<file path="config.mk">
export PLATFORM = sky130hd
export DESIGN_NAME = cache_arbiter
export DESIGN_NICKNAME = d
export VERILOG_FILES = /design/src/rtl/cache_arbiter_pkg.sv /design/src/rtl/cache_arbiter_reg.sv /design/src/rtl/cache_arbiter.sv
export SDC_FILE = /design/constraint.sdc
export NUM_CORES = 1
export LEC_CHECK = 0
export CAP_MARGIN = 20
export CORE_AREA = 2 2 286 288
export DETAILED_ROUTE_END_ITERATION = 10
export DIE_AREA = 0 0 288 290
export PLACE_DENSITY = 0.37
export SLEW_MARGIN = 25
export SYNTH_ARGS = -nofsm -noshare
export SYNTH_HDL_FRONTEND = slang
export SYNTH_SLANG_ARGS = --single-unit
</file>
<file path="constraint.sdc">
create_clock -name clk -period 3.8 [get_ports clk]
set_input_delay 0.76 -clock clk [delete_from_list [all_inputs] [get_ports clk]]
set_output_delay 0.76 -clock clk [all_outputs]
set_load 0.02 [all_outputs]
</file>
<file path="src/rtl/cache_arbiter_pkg.sv">
// ============================================================================
// Module      : cache_arbiter_pkg
// Description : Shared LC-3b types and the arbiter FSM state encoding.
// Revision    : 1.0 - initial release
// ============================================================================
`default_nettype none

package cache_arbiter_pkg;

    typedef logic [15:0]  lc3b_word;
    typedef logic [127:0] lc3b_line;

    typedef enum logic [1:0] {
        IDLE    = 2'd0,
        SERVE_I = 2'd1,
        SERVE_D = 2'd2
    } arb_state_t;

    typedef enum logic {
        GRANT_I = 1'b0,
        GRANT_D = 1'b1
    } grant_t;

endpackage

`default_nettype wire

</file>
<file path="src/rtl/cache_arbiter_reg.sv">
// ============================================================================
// Module      : cache_arbiter_reg
// Description : Loadable register with synchronous active-low clear.
// Revision    : 1.0 - initial release
// ============================================================================
`default_nettype none

module cache_arbiter_reg #(
    parameter int WIDTH = 1
) (
    input  logic             clk,
    input  logic             rst_n,
    input  logic             i_load,
    input  logic [WIDTH-1:0] i_data,
    output logic [WIDTH-1:0] o_data
);

    logic [WIDTH-1:0] data_q;
    logic [WIDTH-1:0] data_d;

    always_comb begin
        data_d = i_load ? i_data : data_q;
    end

    always_ff @(posedge clk) begin
        if (!rst_n) begin
            data_q <= '0;
        end else begin
            data_q <= data_d;
        end
    end

    assign o_data = data_q;

endmodule

`default_nettype wire

</file>
<file path="src/rtl/cache_arbiter.sv">
// ============================================================================
// Module      : cache_arbiter
// Description : Round-robin arbiter sharing one L2 port between I- and D-cache.
// Revision    : 1.0 - initial release
// ============================================================================
`default_nettype none

module cache_arbiter
    import cache_arbiter_pkg::*;
#(
    parameter int ADDR_W = 16,
    parameter int LINE_W = 128,
    parameter int CNT_W  = 16
) (
    input  logic              clk,
    input  logic              rst_n,
    input  logic              i_pmem_read,
    input  logic [ADDR_W-1:0] i_pmem_address,
    output logic [LINE_W-1:0] i_pmem_rdata,
    output logic              i_pmem_resp,
    input  logic              d_pmem_read,
    input  logic              d_pmem_write,
    input  logic [ADDR_W-1:0] d_pmem_address,
    input  logic [LINE_W-1:0] d_pmem_wdata,
    output logic [LINE_W-1:0] d_pmem_rdata,
    output logic              d_pmem_resp,
    output logic              l2_read,
    output logic              l2_write,
    output logic [ADDR_W-1:0] l2_address,
    output logic [LINE_W-1:0] l2_wdata,
    input  logic [LINE_W-1:0] l2_rdata,
    input  logic              l2_resp,
    output logic [CNT_W-1:0]  i_grant_count,
    output logic [CNT_W-1:0]  d_grant_count
);

    localparam int LATCH_W = 1 + ADDR_W + LINE_W;

    arb_state_t        state_q, state_d;
    grant_t            last_grant_q, last_grant_d;
    logic [CNT_W-1:0]  i_cnt_q, i_cnt_d;
    logic [CNT_W-1:0]  d_cnt_q, d_cnt_d;

    logic              w_d_req;
    logic              w_grant_i;
    logic              w_grant_d;
    logic              w_serving;
    logic [LATCH_W-1:0] w_latch_in;
    logic [LATCH_W-1:0] w_latch_out;
    logic              w_lat_rw;

    assign w_d_req = d_pmem_read | d_pmem_write;

    // Conflicts go to whichever side was not granted last.
    always_comb begin
        w_grant_i = 1'b0;
        w_grant_d = 1'b0;
        if (state_q == IDLE) begin
            w_grant_d = w_d_req && (!i_pmem_read || (last_grant_q == GRANT_I));
            w_grant_i = i_pmem_read && !w_grant_d;
        end
    end

    always_comb begin
        w_latch_in = {1'b0, i_pmem_address, {LINE_W{1'b0}}};
        if (w_grant_d) begin
            w_latch_in = {d_pmem_write, d_pmem_address, d_pmem_wdata};
        end
    end

    cache_arbiter_reg #(
        .WIDTH (LATCH_W)
    ) u_latch (
        .clk    (clk),
        .rst_n  (rst_n),
        .i_load (w_grant_i | w_grant_d),
        .i_data (w_latch_in),
        .o_data (w_latch_out)
    );

    assign w_lat_rw   = w_latch_out[LATCH_W-1];
    assign l2_address = w_latch_out[LINE_W +: ADDR_W];
    assign l2_wdata   = w_latch_out[LINE_W-1:0];

    always_comb begin
        state_d      = state_q;
        last_grant_d = last_grant_q;
        i_cnt_d      = i_cnt_q;
        d_cnt_d      = d_cnt_q;
        case (state_q)
            IDLE: begin
                if (w_grant_d) begin
                    state_d      = SERVE_D;
                    last_grant_d = GRANT_D;
                    d_cnt_d      = (d_cnt_q == {CNT_W{1'b1}}) ? d_cnt_q : d_cnt_q + CNT_W'(1);
                end else if (w_grant_i) begin
                    state_d      = SERVE_I;
                    last_grant_d = GRANT_I;
                    i_cnt_d      = (i_cnt_q == {CNT_W{1'b1}}) ? i_cnt_q : i_cnt_q + CNT_W'(1);
                end
            end
            SERVE_I, SERVE_D: begin
                if (l2_resp) begin
                    state_d = IDLE;
                end
            end
            default: state_d = IDLE;
        endcase
    end

    always_ff @(posedge clk) begin
        if (!rst_n) begin
            state_q      <= IDLE;
            last_grant_q <= GRANT_I;
            i_cnt_q      <= '0;
            d_cnt_q      <= '0;
        end else begin
            state_q      <= state_d;
            last_grant_q <= last_grant_d;
            i_cnt_q      <= i_cnt_d;
            d_cnt_q      <= d_cnt_d;
        end
    end

    // Outputs are gated by rst_n so an in-flight request vanishes during reset.
    assign w_serving     = rst_n && (state_q != IDLE);
    assign l2_read       = w_serving && !w_lat_rw;
    assign l2_write      = w_serving &&  w_lat_rw;
    assign i_pmem_resp   = rst_n && (state_q == SERVE_I) && l2_resp;
    assign d_pmem_resp   = rst_n && (state_q == SERVE_D) && l2_resp;
    assign i_pmem_rdata  = l2_rdata;
    assign d_pmem_rdata  = l2_rdata;
    assign i_grant_count = i_cnt_q;
    assign d_grant_count = d_cnt_q;

    a_no_dual_strobe: assert property (@(posedge clk) disable iff (!rst_n)
        !(d_pmem_read && d_pmem_write));

endmodule

`default_nettype wire

</file>
Word level (Yosys, flattened, before mapping)
Index checks and enable logic that the tools add are counted.

word-level totals
  register bits after elaboration = 180
  output and inout bits = 436
  logic and storage cells = 49

operators by class
  reduce and logical (&&, ||, !) cells = 21
  multiplexer cells = 9
  add/subtract/negate cells = 2
  equal/unequal tests = 6
  bitwise logic cells = 6

operator list
  cell                                                              number
  145-bit two-way mux                                               1
  16-bit by 1-bit adder with 16-bit output (second input constant)  2
  16-bit == test (second input constant)                            2
  1-bit logical AND                                                 9
  2-bit two-way mux                                                 3
  1-bit two-way mux                                                 4
  1-bit NOT                                                         4
  2-bit case mux with 2 select lines                                1
  2-bit AND reduction                                               2
  4-bit AND reduction                                               1
  2-bit nonzero test                                                2
  1-bit logical NOT                                                 3
  3-bit != test (second input constant)                             1
  3-bit AND reduction                                               1
  2-bit by 1-bit == test with 1-bit output (second input constant)  1
  2-bit == test (second input constant)                             1
  2-bit logical NOT                                                 1
  2-bit != test (second input constant)                             1
  1-bit bitwise OR                                                  2
  2-bit OR reduction                                                1
  1-bit logical OR                                                  1

Logic depth before layout (Yosys ltp)
Gate-level depths: netlist (run 1).

  depth in word-level cells = 9
  mapped depth = 9
  mapped depth without buffers = 6

Cells and area by module
A second synthesis (run 1) with hierarchy kept.

unflattened totals
  cell total of the unflattened synthesis = 1171
  area, all modules = 10493.8 um^2

modules (own cells, without submodules)
  module             sequential area each (um^2)  instances  cells an instance  area each (um^2)
  cache_arbiter_reg  2902.8                       1          467                5466.5
  cache_arbiter      700.7                        1          704                5027.3

Least setup slack after synthesis (run 1)
Ideal clock, no wire load.

  kind = input -> output
  start = in rst_n
  end = out l2_read
  required time = 3.040 ns
  stages = 3
  arrival = 1.536 ns
  slack = 1.504 ns
  buffers on the path = 1
  cell sequence = clkinv_1 clkbuf_1 nor3_1

between the ends
  cells in the longest elaborated chain, start to end = 2

ends and longest elaborated chain
  what                line                  text
  start: declaration  cache_arbiter.sv:16   input logic rst_n,
  1-bit logical AND   cache_arbiter.sv:126  assign w_serving = rst_n && (state_q != IDLE);
  1-bit logical AND   cache_arbiter.sv:127  assign l2_read = w_serving && !w_lat_rw;
  end: declaration    cache_arbiter.sv:27   output logic l2_read,

No other way between the ends.

Worst setup path in the final report (run 1)
  start = reg state_q[0]
  end = out l2_write

between the ends
  cells in the longest elaborated chain, start to end = 3

ends and longest elaborated chain
  what                      line                  text
  start: declaration        cache_arbiter.sv:39   arb_state_t state_q, state_d;
  start signal: assignment  cache_arbiter.sv:118  state_q <= state_d;
  2-bit nonzero test        cache_arbiter.sv:126
  1-bit logical AND         cache_arbiter.sv:126
  1-bit logical AND         cache_arbiter.sv:128  assign l2_write = w_serving && w_lat_rw;
  end: declaration          cache_arbiter.sv:28   output logic l2_write,

No other way between the ends.

==> summary.md, run 1 <==
| Metric | Value |
|---|---|
| Via count | `7055` |
| Clk_skew | `0.00744 ns` |
| Hold Crit Class | `reg -> reg` |
| Worst slew pin tran | `0.947 ns` |
| Mean area per synthesized cell | `roughly 8.6 sq um` |
| H-tree depth | `4` |
| Initial core utilization | `0.123` |
| Core area | `0.0802 sq mm` |
| Worst Slack Setup Final | `0.757 ns` |
| Vias/cell | `3.31` |
| Post-CTS Repair Setup Buffers | `0` |
| Rel. slew slack | `0.369` |
| DR DRC count | `0` |
| Routed length per placed instance | `14.3 microns` |
| Clk buf depth | `2` |
| Most common cell after layout, fill and taps aside | `clkdlybuf4s50_1` |
| Critical path class | `reg -> out` |
| Pre-antenna DRT Iters | `4` |
| Final min period | `slightly above 3 ns` |
| Routed Antenna Nets | `0` |
| Port bufs | `345` |
| Setup tns final | `0 ns` |
| IO Pins | `730` |
| Register area | `approximately 0.0036 sq mm` |
| GR Overflow Total | `0` |
| CTS root buffer | `clkbuf_16` |
| Worst skew pair latency | `~0.5 ns` |
| Site Rows | `104` |
| Post-Syn Area | `between 0.009 and 0.01 sq mm` |
| Ant diodes | `0` |
| Mapped Cells | `1146` |
| Largest net degree at the start of global routing | `100` |
| First-pass GRT wire length | `about 45000 microns` |
| Syn-to-layout area delta | `22.8%` |
| Die height | `290 microns` |
| Total GRT Usage | `0.0726` |
| Yosys cell types | `47` |
| CTS sink cnt | `180` |
| Max-slew violation count | `0` |
| Pre-CTS setup slack | `0.744 ns` |
| Seq/Total Area, Yosys | `0.365` |
| LEAKAGE | `between 4 and 5 nW` |
| 1st-iter DRT viols | `~230` |
| Final wirelength | `30500 microns` |
| Gp weighted congestion | `0.703` |
| Clk slew on worst S/H paths | `0.07 ns` |
| Initial antenna violation count | `1` |
| Crit-path cells | `inv_1, ha_1, inv_1, and3_1, clkdlybuf4s50_1` |
| RSZ-0062 raised after global routing | `no` |
| Final Hold Fails | `0` |
| Syn nets | `between 1000 and 1500` |
| Startpoint Class | `register` |
| Warnings, synthesis | `0` |
| Max cap viols | `0` |
| Vias in the first global route | `7261` |
| Worst path top cell family by delay | `buffers and inverters` |
| CTS buffer count | `17` |
| DP Cell Count | `2100` |
| CTS Hold Buffers Added | `0` |
| Filler cells | `9129` |
| Synthesized flop and latch total | `180` |
| CP Data Required Time | `3.04 ns` |
| Fin nets | `roughly 1400` |
| Most frequent cells in the layout | `clkdlybuf4s50_1, dfxtp_1, nor2_1, a22oi_1, nand2_1` |
| Setup violations, final | `0` |
| Status | `complete, no violations` |
| Peak VDD IR | `0.275 mV` |
| Fmax | `between 300 and 400 MHz` |
| Layout Cells excl Fill | `2132` |
| Die area | `0.0835 sq mm` |
| CTS tree | `yes` |
| Worst-path fanout max | `11` |
| Post-CTS resize count | `0` |
| Worst Path Arrival | `2.28 ns` |
| Share of layout cells above drive strength 1 | `0.0513` |
| Endpoint class of the critical path | `output pin` |
| Power per Cell Area | `475 mW/mm^2` |
| Die width | `288 microns` |
| Critical path's most frequent cell | `inv_1` |
| CP bufs+invs | `3` |
| HPWL after DPL | `22000 microns` |
| Fin crit share | `0.801` |
| Area of the multi-input gates | `0.00297 sq mm` |
| Slowest stage delay, CP | `roughly 0.53 ns` |
| Slowest CP cell | `ha_1` |
worst register-to-register path: cells and delay by family (launching register included):
| family | cells | cell delay [ns] |
|---|---|---|
| and+or+nand+nor | 3 | 1.17 |
| adders and majority gates | 1 | 0.53 |
| buffers and inverters | 1 | 0.08 |
| DFF | 1 | 0.33 |
| AOI/OAI and AO/OA | 1 | 0.15 |
layout make-up:
cell class	instances	share of cell area
Clock buffer	18	0.0362
Clock inverter	14	0.0157
Inverter	7	0.00258
Multi-Input combinational cell	497	0.245
Sequential cell	180	0.297
Tap cell	1060	0.109
Timing Repair Buffer	356	0.295
cells in the mapped netlist, drive strengths merged:
master   count  area (sq um)
nor4b        2          17.5
or3          6          38.8
o21bai       1          11.3
o41ai        3          26.3
o21ai        9          45.0
and4         7          62.6
clkbuf      26          98.8
nand2b      13          81.3
and3         5          31.3
o31a         1          10.0
mux2i       11           110
and2         2          15.0
a32oi        1          8.76
o311ai       2          17.5
nor3         6          30.0
a2bb2oi      1          26.3
buf        436          3200
o311a        1          10.0
nor2       148           556
nand4       10          68.8
o31ai        9          67.6
a21o         1          7.51
a311oi      16           140
nand2       54           205
a21oi       16          80.1
ha           5          62.6
inv          6          22.5
a22oi      130           976
nor4        11          75.1
o21a         1          7.51
clkinv       1          3.75
nand3       13          65.1
a41o         1          10.0
or4          9          67.6
dfxtp      180          3600
o211ai       1          7.51
nand3b       1          7.51
final timing paths:
kind | start | endpoint | slack [ns] | cells after the start
worst min register to register | u_latch.o_data[2] | u_latch.o_data[2] | 0.50 | 2
worst max-delay path | state_q[0] | l2_write | 0.76 | 5
worst max register to register | state_q[0] | i_grant_count[3] | 1.46 | 6
worst min-delay path | u_latch.o_data[2] | u_latch.o_data[2] | 0.50 | 2
flip-flops by register name, indices dropped and copies added (netlist names):
name            flops
d_grant_count      16
i_grant_count      16
state_q             2
u_latch.o_data    145
last_grant_q        1
power by group:
| part | switching (mW) | internal [mW] |
|---|---|---|
| combinational | 0.851 | 0.716 |
| sequential | 0.115 | 2.08 |
| clock | 0.921 | 1.08 |
| total | 1.89 | 3.88 |
cell families after synthesis:
| kind of cell | synth area share |
|---|---|
| simple gates | 0.134 |
| fa+ha+maj | 0.00633 |
| flops | 0.365 |
| buf+inv | 0.337 |
| mux | 0.0111 |
| compound gates | 0.147 |
routing by layer:
metal,vias up,track usage,share of wire
li1,3349,-,-
met1,3252,0.0704,0.36
met2,333,0.117,0.47
met3,119,0.0366,0.11
met4,2,0.0548,0.058
met5,-,0.00523,0.00043
through the flow:
step,area [sq um],hold WS [ns],utilization,power [mW]
5_1_grt,12100,0.518,0.151,6.12
4_1_cts,12100,0.504,0.151,5.95
6_report,12100,0.497,0.151,5.76
3_3_place_gp,11500,0.479,0.143,3.85
3_5_place_dp,11500,0.483,0.143,3.85
2_1_floorplan,9880,0.467,-,3.70
(Power assumes the default switching activity.)
==> inputs of run 2 (changes only) <==
CORE_AREA = 2 2 285 287   (was 2 2 286 288)
DIE_AREA = 0 0 287 289   (was 0 0 288 290)
PLACE_DENSITY = 0.39   (was 0.37)
clock period = 2.6 ns   (was 3.8 ns; I/O delays follow)
==> run 2 against run 1 <==
Net effect:
- global-route usage up 0.27 points
- combinational power up 55%
- largest cell class is now buffers
- sequential cell count unchanged
- die area down 0.69%
- design area up 1.3%
- critical endpoint is now d_pmem_resp
- final cell count up 0.80%
==> summary.md, run 2 (synthesis gave the netlist of run 1 again) <==
| Metric | Value |
|---|---|
| CP bufs+invs | `2` |
| Worst path top cell family by delay | `buffers and inverters` |
| Pwr Total | `8.37 mW` |
| HPWL after DPL | `~24000 microns` |
| Post-CTS Repair Setup Buffers | `0` |
| Startpoint Class | `register` |
| Total GRT Usage | `0.0753` |
| Clk buf depth | `2` |
| Status | `complete, no violations` |
| Fin nets | `between 1000 and 1500` |
| IO Pins | `730` |
| CTS tree | `yes` |
| Rel. slew slack | `0.500` |
| Max-slew violation count | `0` |
| H-tree depth | `4` |
| Fmax | `424 MHz` |
| GR Util met2 | `0.119` |
| Most common cell after layout, fill and taps aside | `clkdlybuf4s50_1` |
| Via count | `7149` |
| Worst R2R Setup Slack | `just over 0.6 ns` |
| DR DRC count | `0` |
| Largest net degree at the start of global routing | `between 90 and 100` |
| Worst Slack Setup Final | `between 0.2 and 0.25 ns` |
| Fin crit share | `0.906` |
| Power per Cell Area | `681 mW/mm^2` |
| Vias/cell | `approximately 3.3` |
| Core area | `0.0799 sq mm` |
| Clk slew on worst S/H paths | `0.08 ns` |
| CTS buffer count | `17` |
| Worst Path Arrival | `1.84 ns` |
| Final wirelength | `~32000 microns` |
| Max FFs per register | `145` |
| GR Overflow Total | `0` |
| Final min period | `roughly 2.4 ns` |
| Setup tns final | `0 ns` |
| Site Rows | `104` |
| Critical path class | `reg -> out` |
| Die area | `0.0829 sq mm` |
| Hold Crit Class | `reg -> reg` |
| DP Cell Count | `2116` |
| LEAKAGE | `between 4 and 5 nW` |
| Port bufs | `around 350` |
| Pre-CTS setup slack | `0.116 ns` |
| RSZ-0062 raised after global routing | `no` |
| Most frequent cells in the layout | `clkdlybuf4s50_1, dfxtp_1, nor2_1, a22oi_1, nand2_1` |
| Syn-to-layout area delta | `24.4%` |
| Share of layout cells above drive strength 1 | `0.0662` |
| Initial antenna violation count | `3` |
| Final Hold Fails | `0` |
| Max cap viols | `0` |
| First-pass GRT wire length | `45900 microns` |
| Met3 GRT Util | `0.0406` |
| Initial core utilization | `0.124` |
| Die width | `287 microns` |
| Gp weighted congestion | `~0.73` |
| Peak VDD IR | `0.415 mV` |
| Slowest stage delay, CP | `0.53 ns` |
| Worst-path fanout max | `3` |
| Vias in the first global route | `7113` |
| Endpoint class of the critical path | `output pin` |
| Filler cells | `between 9000 and 10000` |
| CP Data Required Time | `2.08 ns` |
| Layout Cells excl Fill | `2149` |
| CTS sink cnt | `180` |
| Crit-path cells | `inv_1, ha_1, and3_1, clkdlybuf4s50_1` |
| Global-route met1 utilization | `0.0721` |
| Slowest CP cell | `clkdlybuf4s50_1` |
| Routed length per placed instance | `15.1 microns` |
| Die height | `289 microns` |
| Worst skew pair latency | `0.50 ns` |
| Setup violations, final | `0` |
| 1st-iter DRT viols | `284` |
| Worst slew pin tran | `0.743 ns` |
| Routed Antenna Nets | `0` |
| GR peak layer | `met2` |
| Pre-antenna DRT Iters | `4` |
| CTS root buffer | `clkbuf_16` |
| Clk_skew | `0.0198 ns` |
## run 2: cell count changes in the layout (fill, tap and decap cells not counted), sizes merged
cell,change
inv,-2
bufinv,-3
clkinv,+5
clkdlybuf4s50,-2
dlygate4sd2,+1
diode,+1
buf,+17
clkinvlp,-1
clkbuf,+1
## run 2: cell type report
type / instances / area [sq um] / share of cell area
clock inverters: 13 / 138 / 0.0112
repair buffers: 372 / 3780 / 0.307
flip-flops and latches: 180 / 3600 / 0.293
well taps: 1060 / 1330 / 0.108
diodes: 1 / 2.50 / 0.000204
clock buffers: 19 / 453 / 0.0369
inverters: 7 / 31.3 / 0.00255
multi-input cells: 497 / 2960 / 0.241
## run 2: repair_timing
item	CTS	global route
resized for setup	1	0
hold buffers	0	0
hold endpoints to repair	0	0
endpoints found under the setup margin	1	0
## run 2: path summary, 6_finish.rpt
path,start,to,cells after the start
setup / recovery,state_q[0],d_pmem_resp,4
hold / removal,u_latch.o_data[5],u_latch.o_data[5],2
setup reg to reg,state_q[1],i_grant_count[9],7
hold reg to reg,u_latch.o_data[5],u_latch.o_data[5],2
## run 2: worst reg2reg max path: stages, from the launching register on
cell     delay, ns
dfxtp_1       0.34
inv_1         0.09
ha_1          0.18
buf_4         0.20
and2_4        0.19
nand4_2       0.24
or4_1         0.54
a21oi_1       0.15
## run 2: stage by stage
step / area, sq um / utilization / hold slack, ns
floorplan: 9880 / - / 0.467
global placement: 11700 / 0.146 / 0.477
detailed placement: 11700 / 0.146 / 0.483
CTS: 12300 / 0.154 / 0.504
global route: 12300 / 0.154 / 0.524
finish: 12300 / 0.154 / 0.496
## run 2: routing by layer
layer,share of wire,vias to the layer above
met5,0.0020,-
li1,-,3391
met3,0.12,132
met4,0.067,6
met2,0.46,377
met1,0.36,3243
## run 2: report_power, final
group          total [mW]  switching [mW]  internal (mW)  leakage, nW
clock                2.71            1.39           1.33        0.288
sequential           3.23           0.187           3.04         1.48
combinational        2.43            1.28           1.15         2.37
==> inputs of run 3 (changes only) <==
CTS_BUF_LIST = sky130_fd_sc_hd__clkbuf_2   (was not set)
==> run 3 against run 2 <==
Net effect:
- clock power down 41%
- sequential cell count stayed put
- highest routed layer unchanged
- critical path depth rose by 2
- worst hold slack worse by 0.26 ns
- the run now ends with setup timing left
- largest cell class unchanged
- clock-buffer cell count decreased by 2
==> summary.md, run 3 (synthesis gave the netlist of run 1 again) <==
| Metric | Value |
|---|---|
| Status | `finished with violations` |
| Failing checks | `setup timing` |
| Die width | `287 microns` |
| Hold Path Sink | `u_latch.o_data[21]` |
| IO Pins | `730` |
| CTS sink cnt | `180` |
| Initial core utilization | `0.124` |
| Setup violations, final | `2` |
| Slowest CP cell | `dfxtp_2` |
| Worst path top cell family by delay | `flip-flops` |
| Routed length per placed instance | `14.4 microns` |
| Crit-path cells | `inv_2, ha_4, buf_4, inv_4, and3_4, buf_6` |
| Worst Slack Setup Final | `-0.0461 ns` |
| Vias in the first global route | `just under 8000` |
| Pre-antenna DRT Iters | `6` |
| CTS root buffer | `clkbuf_2` |
| WL met2 | `15600 microns` |
| DP Cell Count | `2116` |
| Site Rows | `approximately 100` |
| Worst slew pin tran | `0.745 ns` |
| CTS buffer count | `17` |
| CTS tree | `yes` |
| Worst-path fanout max | `2` |
| Most common cell after layout, fill and taps aside | `clkdlybuf4s50_1` |
| Hold Crit Class | `in -> reg` |
| Largest net degree at the start of global routing | `92` |
| Syn-to-layout area delta | `37.2%` |
| Clk_skew | `~0.064 ns` |
| Max-slew violation count | `0` |
| Startpoint Class | `register` |
| Routed Antenna Nets | `0` |
| Fmax | `378 MHz` |
| Worst Hold Slack | `0.239 ns` |
| Total GRT Usage | `0.0775` |
| Power per Cell Area | `545 mW/mm^2` |
| Reg-to-Reg Start | `state_q[0]` |
| Worst Path Arrival | `2.13 ns` |
| Final Hold Fails | `0` |
| Pre-CTS setup slack | `~0.12 ns` |
| Initial antenna violation count | `4` |
| Most frequent cells in the layout | `clkdlybuf4s50_1, dlygate4sd3_1, nor2_1, dfxtp_1, dlygate4sd2_1` |
| First-pass GRT wire length | `47700 microns` |
| WL met3 | `3650 microns` |
| H-tree depth | `4` |
| LEAKAGE | `5.29 nW` |
| Clk slew on worst S/H paths | `0.33 ns` |
| Fin nets | `roughly 1500` |
| Final min period | `2.65 ns` |
| Max FFs per register | `roughly 150` |
| Layout Cells excl Fill | `2317` |
| Hold_sp | `d_pmem_wdata[21]` |
| Die height | `around 290 microns` |
| Gp weighted congestion | `0.729` |
| Clk buf depth | `2` |
| DR DRC count | `0` |
| Endpoint class of the critical path | `output pin` |
| Rel. slew slack | `0.498` |
| Hold path depth | `3` |
| CP bufs+invs | `4` |
| CP Data Required Time | `2.08 ns` |
| Design area | `approximately 0.014 sq mm` |
| Core area | `~0.08 sq mm` |
| Final wirelength | `33500 microns` |
| Placed inst area | `0.0117 sq mm` |
| Port bufs | `345` |
| RSZ-0062 raised after global routing | `yes` |
| Max cap viols | `0` |
| Worst R2R Setup Slack | `0.17 ns` |
| Critical path class | `reg -> out` |
| Vias/cell | `about 3.4` |
| Fin crit share | `1.02` |
| Slowest stage delay, CP | `between 0.4 and 0.5 ns` |
| Uppermost layer routed | `met5` |
| 1st-iter DRT viols | `approximately 270` |
| Filler cells | `roughly 9000` |
| HPWL after DPL | `24300 microns` |
| DRT met1 WL | `12100 microns` |
| Die area | `between 0.08 and 0.09 sq mm` |
| R2R depth | `10` |
| Peak VDD IR | `approximately 0.18 mV` |
| Via count | `7764` |
| Worst skew pair latency | `1.05 ns` |
| Share of layout cells above drive strength 1 | `0.118` |
| GR Overflow Total | `0` |
| FF-to-FF End | `u_latch.o_data[136]` |
==> run 3: cell count changes in the layout (fill, tap and decap cells not counted), sizes merged <==
cell           change
buf                +9
clkbuf             -2
clkdlybuf4s15     +36
clkdlybuf4s50    -178
clkinv             +2
diode              +5
dlygate4sd2      +139
dlygate4sd3      +157
==> run 3: final cells by class <==
cell class	instances	area, sq um	share of cell area
clock inverters	15	145	0.0107
inverters	7	33.8	0.00249
well taps	1060	1330	0.0979
clock buffers	17	85.1	0.00628
flip-flops and latches	180	3670	0.271
multi-input cells	497	3010	0.222
repair buffers	535	5260	0.388
diodes	6	15.0	0.00111
==> run 3: per-stage QoR <==
| step | utilization | power, mW | setup TNS, ns |
|---|---|---|---|
| after floorplan | - | 5.41 | 0 |
| after global placement | 0.146 | 5.76 | 0 |
| after detailed placement | 0.146 | 5.76 | 0 |
| after CTS | 0.169 | 7.60 | -0.946 |
| after global routing | 0.170 | 7.93 | -1.34 |
| final | 0.170 | 7.38 | -0.0921 |
==> run 3: timing repair <==
action,in CTS,in global routing
hold buffers,157,0
setup endpoints to repair,180,5
endpoints found under the hold margin,141,0
pin swaps,2,0
resized for setup,305,8
buffers inserted,4,2
==> run 3: worst register-to-register path: cells and delay by family, from the launching register on <==
kind	cells	cell delay [ns]
AOI/OAI and AO/OA	1	0.24
adders and majority gates	1	0.16
buffers and inverters	6	1.32
DFF	1	0.41
and+or+nand+nor	2	0.23
==> run 3: power by group <==
group	switching (mW)	internal, mW	leakage, nW
clock	1.28	0.306	0.137
sequential	0.181	3.06	1.50
combinational	1.34	1.21	3.66
==> run 3: per-layer routing <==
layer	GRT usage	up-vias
met5	0.00511	-
met4	0.0630	6
met3	0.0392	125
met2	0.125	373
met1	0.0743	3543
li1	-	3717
==> run 3: worst max-delay path by stage <==
stage	slack, ns	startpoint	to	cells past startpoint
2_1_floorplan	0.78	rst_n	l2_read	3
3_3_place_gp	0.18	d_pmem_write	u_latch.o_data[74]	7
3_5_place_dp	0.12	d_pmem_write	u_latch.o_data[141]	7
4_1_cts	-0.32	state_q[0]	l2_read	6
5_1_grt	-0.35	state_q[1]	l2_read	6
6_report	-0.05	state_q[0]	l2_write	6
